File: src/rtl/decode_stage.sv
// RV32I decode stage (no FENCE/SYSTEM): instruction decode, integer register file
// with write-through bypass, and the D/E pipeline register with stall/flush/valid.
module decode_stage #(
    parameter int XLEN = 32
) (
    input  logic            clk,
    input  logic            reset_n,
    input  logic [31:0]     InstrD,
    input  logic [XLEN-1:0] PCD,
    input  logic [XLEN-1:0] PCPlus4D,
    input  logic            ValidD,
    input  logic            StallE,
    input  logic            FlushE,
    input  logic            RegWriteW,
    input  logic [4:0]      RdW,
    input  logic [XLEN-1:0] ResultW,
    output logic [4:0]      Rs1D,
    output logic [4:0]      Rs2D,
    output logic            ValidE,
    output logic [XLEN-1:0] PCE,
    output logic [XLEN-1:0] PCPlus4E,
    output logic [XLEN-1:0] ImmExtE,
    output logic [XLEN-1:0] RD1E,
    output logic [XLEN-1:0] RD2E,
    output logic [4:0]      Rs1E,
    output logic [4:0]      Rs2E,
    output logic [4:0]      RdE,
    output logic            RegWriteE,
    output logic            MemWriteE,
    output logic            BranchE,
    output logic            JumpE,
    output logic            JalrE,
    output logic            IllegalE,
    output logic            ALUSrcAE,
    output logic            ALUSrcBE,
    output logic [1:0]      ResultSrcE,
    output logic [3:0]      ALUControlE,
    output logic [2:0]      Funct3E
);

    localparam logic [6:0] OP_LOAD   = 7'b0000011;
    localparam logic [6:0] OP_STORE  = 7'b0100011;
    localparam logic [6:0] OP_R      = 7'b0110011;
    localparam logic [6:0] OP_I      = 7'b0010011;
    localparam logic [6:0] OP_BRANCH = 7'b1100011;
    localparam logic [6:0] OP_JAL    = 7'b1101111;
    localparam logic [6:0] OP_JALR   = 7'b1100111;
    localparam logic [6:0] OP_LUI    = 7'b0110111;
    localparam logic [6:0] OP_AUIPC  = 7'b0010111;

    localparam logic [3:0] ALU_ADD   = 4'b0000;
    localparam logic [3:0] ALU_SUB   = 4'b0001;
    localparam logic [3:0] ALU_PASSB = 4'b1010;

    typedef struct packed {
        logic            valid;
        logic [XLEN-1:0] pc;
        logic [XLEN-1:0] pc4;
        logic [XLEN-1:0] imm;
        logic [XLEN-1:0] rd1;
        logic [XLEN-1:0] rd2;
        logic [4:0]      rs1;
        logic [4:0]      rs2;
        logic [4:0]      rd;
        logic            reg_write;
        logic            mem_write;
        logic            branch;
        logic            jump;
        logic            jalr;
        logic            illegal;
        logic            alu_src_a;
        logic            alu_src_b;
        logic [1:0]      result_src;
        logic [3:0]      alu_ctrl;
        logic [2:0]      funct3;
    } de_t;

    function automatic logic [3:0] alu_op(input logic [2:0] f3, input logic alt);
        case (f3)
            3'b000:  alu_op = alt ? ALU_SUB : ALU_ADD;
            3'b001:  alu_op = 4'b0111;
            3'b010:  alu_op = 4'b0101;
            3'b011:  alu_op = 4'b0110;
            3'b100:  alu_op = 4'b0100;
            3'b101:  alu_op = alt ? 4'b1001 : 4'b1000;
            3'b110:  alu_op = 4'b0011;
            default: alu_op = 4'b0010;
        endcase
    endfunction

    logic [XLEN-1:0] rf_q [32];
    logic [XLEN-1:0] rd1, rd2;
    logic [6:0]      opcode, f7;
    logic [2:0]      f3;
    logic [31:0]     imm32;
    logic            reg_write, mem_write, branch, jump, jalr, illegal;
    logic            alu_src_a, alu_src_b;
    logic [1:0]      result_src;
    logic [3:0]      alu_ctrl;
    de_t             de_d, de_q;

    assign opcode = InstrD[6:0];
    assign f3     = InstrD[14:12];
    assign f7     = InstrD[31:25];
    assign Rs1D   = InstrD[19:15];
    assign Rs2D   = InstrD[24:20];

    always_ff @(posedge clk or negedge reset_n) begin
        if (!reset_n) begin
            for (int i = 0; i < 32; i++) rf_q[i] <= '0;
        end else if (RegWriteW && RdW != 5'd0) begin
            rf_q[RdW] <= ResultW;
        end
    end

    // Same-cycle writeback wins over the stored value so RD*E never sees stale data.
    always_comb begin
        rd1 = (Rs1D == 5'd0) ? '0 : rf_q[Rs1D];
        rd2 = (Rs2D == 5'd0) ? '0 : rf_q[Rs2D];
        if (RegWriteW && RdW != 5'd0 && RdW == Rs1D) rd1 = ResultW;
        if (RegWriteW && RdW != 5'd0 && RdW == Rs2D) rd2 = ResultW;
    end

    always_comb begin
        reg_write  = 1'b0;
        mem_write  = 1'b0;
        branch     = 1'b0;
        jump       = 1'b0;
        jalr       = 1'b0;
        illegal    = 1'b0;
        alu_src_a  = 1'b0;
        alu_src_b  = 1'b0;
        result_src = 2'b00;
        alu_ctrl   = ALU_ADD;
        imm32      = '0;
        case (opcode)
            OP_LOAD: begin
                reg_write  = 1'b1;
                alu_src_b  = 1'b1;
                result_src = 2'b01;
                imm32      = {{20{InstrD[31]}}, InstrD[31:20]};
                illegal    = (f3 == 3'b011) || (f3 == 3'b110) || (f3 == 3'b111);
            end
            OP_STORE: begin
                mem_write = 1'b1;
                alu_src_b = 1'b1;
                imm32     = {{20{InstrD[31]}}, InstrD[31:25], InstrD[11:7]};
                illegal   = f3[2] || (f3 == 3'b011);
            end
            OP_R: begin
                reg_write = 1'b1;
                alu_ctrl  = alu_op(f3, f7[5]);
                illegal   = !((f7 == 7'b0000000) ||
                              (f7 == 7'b0100000 && (f3 == 3'b000 || f3 == 3'b101)));
            end
            OP_I: begin
                // funct7 bits are immediate bits except for shifts.
                reg_write = 1'b1;
                alu_src_b = 1'b1;
                imm32     = {{20{InstrD[31]}}, InstrD[31:20]};
                alu_ctrl  = alu_op(f3, (f3 == 3'b101) && f7[5]);
                illegal   = (f3 == 3'b001 && f7 != 7'b0000000) ||
                            (f3 == 3'b101 && f7 != 7'b0000000 && f7 != 7'b0100000);
            end
            OP_BRANCH: begin
                branch   = 1'b1;
                alu_ctrl = ALU_SUB;
                imm32    = {{20{InstrD[31]}}, InstrD[7], InstrD[30:25], InstrD[11:8], 1'b0};
                illegal  = (f3 == 3'b010) || (f3 == 3'b011);
            end
            OP_JAL: begin
                reg_write  = 1'b1;
                jump       = 1'b1;
                result_src = 2'b10;
                imm32      = {{12{InstrD[31]}}, InstrD[19:12], InstrD[20], InstrD[30:21], 1'b0};
            end
            OP_JALR: begin
                reg_write  = 1'b1;
                jump       = 1'b1;
                jalr       = 1'b1;
                alu_src_b  = 1'b1;
                result_src = 2'b10;
                imm32      = {{20{InstrD[31]}}, InstrD[31:20]};
                illegal    = (f3 != 3'b000);
            end
            OP_LUI: begin
                reg_write = 1'b1;
                alu_src_b = 1'b1;
                alu_ctrl  = ALU_PASSB;
                imm32     = {InstrD[31:12], 12'b0};
            end
            OP_AUIPC: begin
                reg_write = 1'b1;
                alu_src_a = 1'b1;
                alu_src_b = 1'b1;
                imm32     = {InstrD[31:12], 12'b0};
            end
            default: illegal = 1'b1;
        endcase
        if (illegal) begin
            reg_write = 1'b0;
            mem_write = 1'b0;
            branch    = 1'b0;
            jump      = 1'b0;
            jalr      = 1'b0;
        end
    end

    always_comb begin
        de_d            = '0;
        de_d.valid      = ValidD;
        de_d.pc         = PCD;
        de_d.pc4        = PCPlus4D;
        de_d.imm        = XLEN'(signed'(imm32));
        de_d.rd1        = rd1;
        de_d.rd2        = rd2;
        de_d.rs1        = Rs1D;
        de_d.rs2        = Rs2D;
        de_d.rd         = InstrD[11:7];
        de_d.reg_write  = reg_write & ValidD;
        de_d.mem_write  = mem_write & ValidD;
        de_d.branch     = branch & ValidD;
        de_d.jump       = jump & ValidD;
        de_d.jalr       = jalr & ValidD;
        de_d.illegal    = illegal & ValidD;
        de_d.alu_src_a  = alu_src_a;
        de_d.alu_src_b  = alu_src_b;
        de_d.result_src = result_src;
        de_d.alu_ctrl   = alu_ctrl;
        de_d.funct3     = f3;
    end

    always_ff @(posedge clk or negedge reset_n) begin
        if (!reset_n)     de_q <= '0;
        else if (FlushE)  de_q <= '0;
        else if (!StallE) de_q <= de_d;
    end

    assign ValidE      = de_q.valid;
    assign PCE         = de_q.pc;
    assign PCPlus4E    = de_q.pc4;
    assign ImmExtE     = de_q.imm;
    assign RD1E        = de_q.rd1;
    assign RD2E        = de_q.rd2;
    assign Rs1E        = de_q.rs1;
    assign Rs2E        = de_q.rs2;
    assign RdE         = de_q.rd;
    assign RegWriteE   = de_q.reg_write;
    assign MemWriteE   = de_q.mem_write;
    assign BranchE     = de_q.branch;
    assign JumpE       = de_q.jump;
    assign JalrE       = de_q.jalr;
    assign IllegalE    = de_q.illegal;
    assign ALUSrcAE    = de_q.alu_src_a;
    assign ALUSrcBE    = de_q.alu_src_b;
    assign ResultSrcE  = de_q.result_src;
    assign ALUControlE = de_q.alu_ctrl;
    assign Funct3E     = de_q.funct3;

endmodule

File: config.mk
export PLATFORM = sky130hd
export DESIGN_NAME = decode_stage
export DESIGN_NICKNAME = d
export VERILOG_FILES = /design/src/rtl/decode_stage.sv
export SDC_FILE = /design/constraint.sdc
export NUM_CORES = 2
export LEC_CHECK = 0
export ABC_CLOCK_PERIOD_IN_PS = 1900
export CAP_MARGIN = 25
export CORE_UTILIZATION = 43
export DETAILED_ROUTE_END_ITERATION = 8
export PLACE_DENSITY_LB_ADDON = 0.25
export SYNTH_ARGS = -nofsm -noshare
export SYNTH_HDL_FRONTEND = slang
export SYNTH_SLANG_ARGS = --single-unit
File: constraint.sdc
create_clock -name clk -period 1.9 [get_ports clk]
set_clock_uncertainty 0.15 [all_clocks]
set_input_delay 0.38 -clock clk [delete_from_list [all_inputs] [get_ports clk]]
set_output_delay 0.38 -clock clk [all_outputs]
set_load 0.1 [all_outputs]
==> reports/metrics.cfg <==
[final_layout]
utilization_pct = 58.7
finalInstanceArea_um2 = 83400
fin_nets = 5335
area_growth_syn_to_layout_pct = 34.8
n_fill_cell = 10933
mostFrequentLayoutCells = dfrtp_1, mux2_2, buf_4
drive_above_1_share_pct = 58.7
final_common_cell = dfrtp_1
layout.cells.non_filler = 7194

[min_path]
min_path_type = input port to flop
min_path_cells = 3

[floorplanning]
core_um2 = 142000
chipHeight_um = 381
rows = 138
start_util_pct = 43.5
die-area_um2 = 145000
die_w_um = 381
io_pins = 342

[synth]
synthFlopType = dfrtp_1
synth_area_leaders = dfrtp_1, mux2_2, mux4_2, mux2i_1, clkbuf_1
syn_inst = 4320
syn_nets = 4459
ys_seq_area_share_pct = 49.2
async_flop_share_pct = 100
ys_ff_latch = 1217
yosysTopAreaCell = dfrtp_1
synth-warning-count = 0
yosys.area.top_type_share_pct = 49.2
ys_types = 57
syn_area_per_cell_um2 = 14.3
synth_edf_count = 0
syn_area_um2 = 61900

[place]
hpwl_mm = 152
gp_congestion = 0.892
place_area_um2 = 76400
numPortBuffers = 341
place_inst = 6812

[job]
drv_cap = 0

[power_and_ir_drop]
ir_drop_mv = 0.784
finalPower_mw = 81.0
powerDensity_nw_per_um2 = 972
power_leakage_nw = 36.7

[sta]
worst_pin_slew_ns = 0.975
hold_slack_ns = 0.0548
setup_slack_ns = -0.169
max_freq_mhz = 483
hold_violations = 0
period_needed_ns = 2.07
rsz0062_at_grt = true
setup_violations = 128
slew_headroom_pct = 34.9
finalCritPeriodShare_pct = 109
finalMaxSlewViolations = 0

[setup_path]
required_ns = 2.41
crit_fanout = 3
endpoint_kind = flop
slowest_stage = mux4_2
critPathMaxStageDelay_ns = 0.50
startpoint_type = flop
worstPathArrival_ns = 2.58
crit_type = flop to flop
cp_num_cells = 7
reg2reg_depth = 7
worstPathCellList = mux4_2 > nor2_2 > nor2_1 > a221oi_2 > buf_4 > nor4_2 > a221o_1
crit_family = compound AO/OA/AOI/OAI gates
timing.critical_path.buf_inv = 1

[routing]
drc = 0
wire_per_inst_um = 31.6
vias_per_cell = 6.29
final_antenna_net_count = 0
num_vias = 45268
dr.pass1.iters = 5
drt-total-wl_mm = 228
drtIter0Drc = 4429

[clocking]
htree_num_levels = 4
clock_latency_ns = 0.78
cts_buffers = 136
cts_sinks = 1217
cts_max_path_buffers = 3
cts_root_buffer = clkbuf_16
cts_tree = done
path_clk_slew_ns = 0.07

[status]
outcome = finished, violations left
failed_checks = setup timing

[grt]
grt_use_total_pct = 31.2
overflow = 0
grt_pass1_wl_mm = 329
grt_pass1_vias = 46709
grt_max_degree = 107
antenna_found_initial = 4

## metrics by stage
stage | setup TNS [ns] | worst slack, ns
floorplan | -19.76 | -0.483
global placement | -706.30 | -1.00
detailed placement | -724.00 | -1.01
CTS | -12.79 | -0.225
global route | -14.44 | -0.252
finish | -7.14 | -0.169
## final cells by class
cell class / count / area (µm²) / share of cell area, %
Timing Repair Buffer: 1227 / 15000 / 18.0
Inverter: 5 / 20.0 / 0.0240
Clock buffer: 197 / 4050 / 4.86
Antenna cell: 2 / 5.00 / 0.00600
Multi-Input combinational cell: 2609 / 30800 / 36.9
Tap cell: 1890 / 2360 / 2.84
Sequential cell: 1217 / 30500 / 36.6
Clock inverter: 47 / 693 / 0.831
## routing by layer
layer	part of all wire [%]	track usage [%]	vias to the layer above
met4	4.4	12.9	4
met1	39	41.3	24052
met3	9.2	7.20	548
li1	-	-	18325
met2	47	49.5	2339
met5	0.014	0.231	-
## cells by family after synthesis
family | after synthesis | share of synthesized area [%]
muxes | 1660 | 38.3
DFF | 1217 | 49.2
buffers and inverters | 494 | 3.28
AOI/OAI and AO/OA | 482 | 5.62
and+or+nand+nor | 457 | 3.41
xor gates and xnor gates | 10 | 0.142
## state kept, by name, summed over array words and instances, names as in the netlist, 2 cells and up
register     count
RD1E            32
Rs1E             5
RD2E            32
PCE             32
Rs2E             5
ResultSrcE       2
rf_q          1024
RdE              5
ImmExtE         32
PCPlus4E        32
Funct3E          3
ALUControlE      4
## cell usage after synthesis (all sizes together) (6+ instances only)
cell / number
a211oi: 27
a21oi: 80
a221o: 55
a221oi: 36
a22o: 13
a22oi: 83
and2: 33
buf: 172
clkbuf: 317
dfrtp: 1217
mux2: 1039
mux2i: 158
mux4: 463
nand2: 86
nand3: 14
nor2: 224
nor2b: 19
nor3: 18
nor4: 31
o211ai: 24
o21ai: 35
o221ai: 26
o22ai: 86
xor2: 6
## power breakdown
part	leakage [nW]	switching [mW]	total (mW)	internal, mW
clock	2.34	11.2	28.2	17.0
sequential	15.6	3.30	33.6	30.3
combinational	18.7	8.37	19.2	10.8
## final timing paths
| kind | slack (ns) | start | endpoint |
|---|---|---|---|
| max in group asynchronous | 0.84 | reset_n | RD2E[21]$_DFFE_PN0P_ |
| max reg2reg | -0.17 | rf_q[7]$_DFFE_PN0P_ | RD2E[7]$_DFFE_PN0P_ |
| min reg2reg | 0.25 | rf_q[998]$_DFFE_PN0P_ | rf_q[998]$_DFFE_PN0P_ |
| max | -0.17 | rf_q[7]$_DFFE_PN0P_ | RD2E[7]$_DFFE_PN0P_ |
| min in group asynchronous | 0.22 | reset_n | rf_q[1017]$_DFFE_PN0P_ |
| min | 0.05 | PCPlus4D[8] | PCPlus4E[8]$_DFFE_PN0P_ |
## what timing repair did
item / CTS / global route
hold buffers: 3 / 0
pin swaps: 32 / 65
hold endpoints to repair: 1218 / 0
buffers inserted: 81 / 50
cloned: 3 / 1
gates resized for setup: 182 / 111
endpoints found under the setup margin: 264 / 332
## worst min-delay path, stage by stage
cell             delay, ns
clkdlybuf4s50_1       0.39
mux2i_1               0.12
nor2_1                0.05
Power figures use the tool's default switching activity.
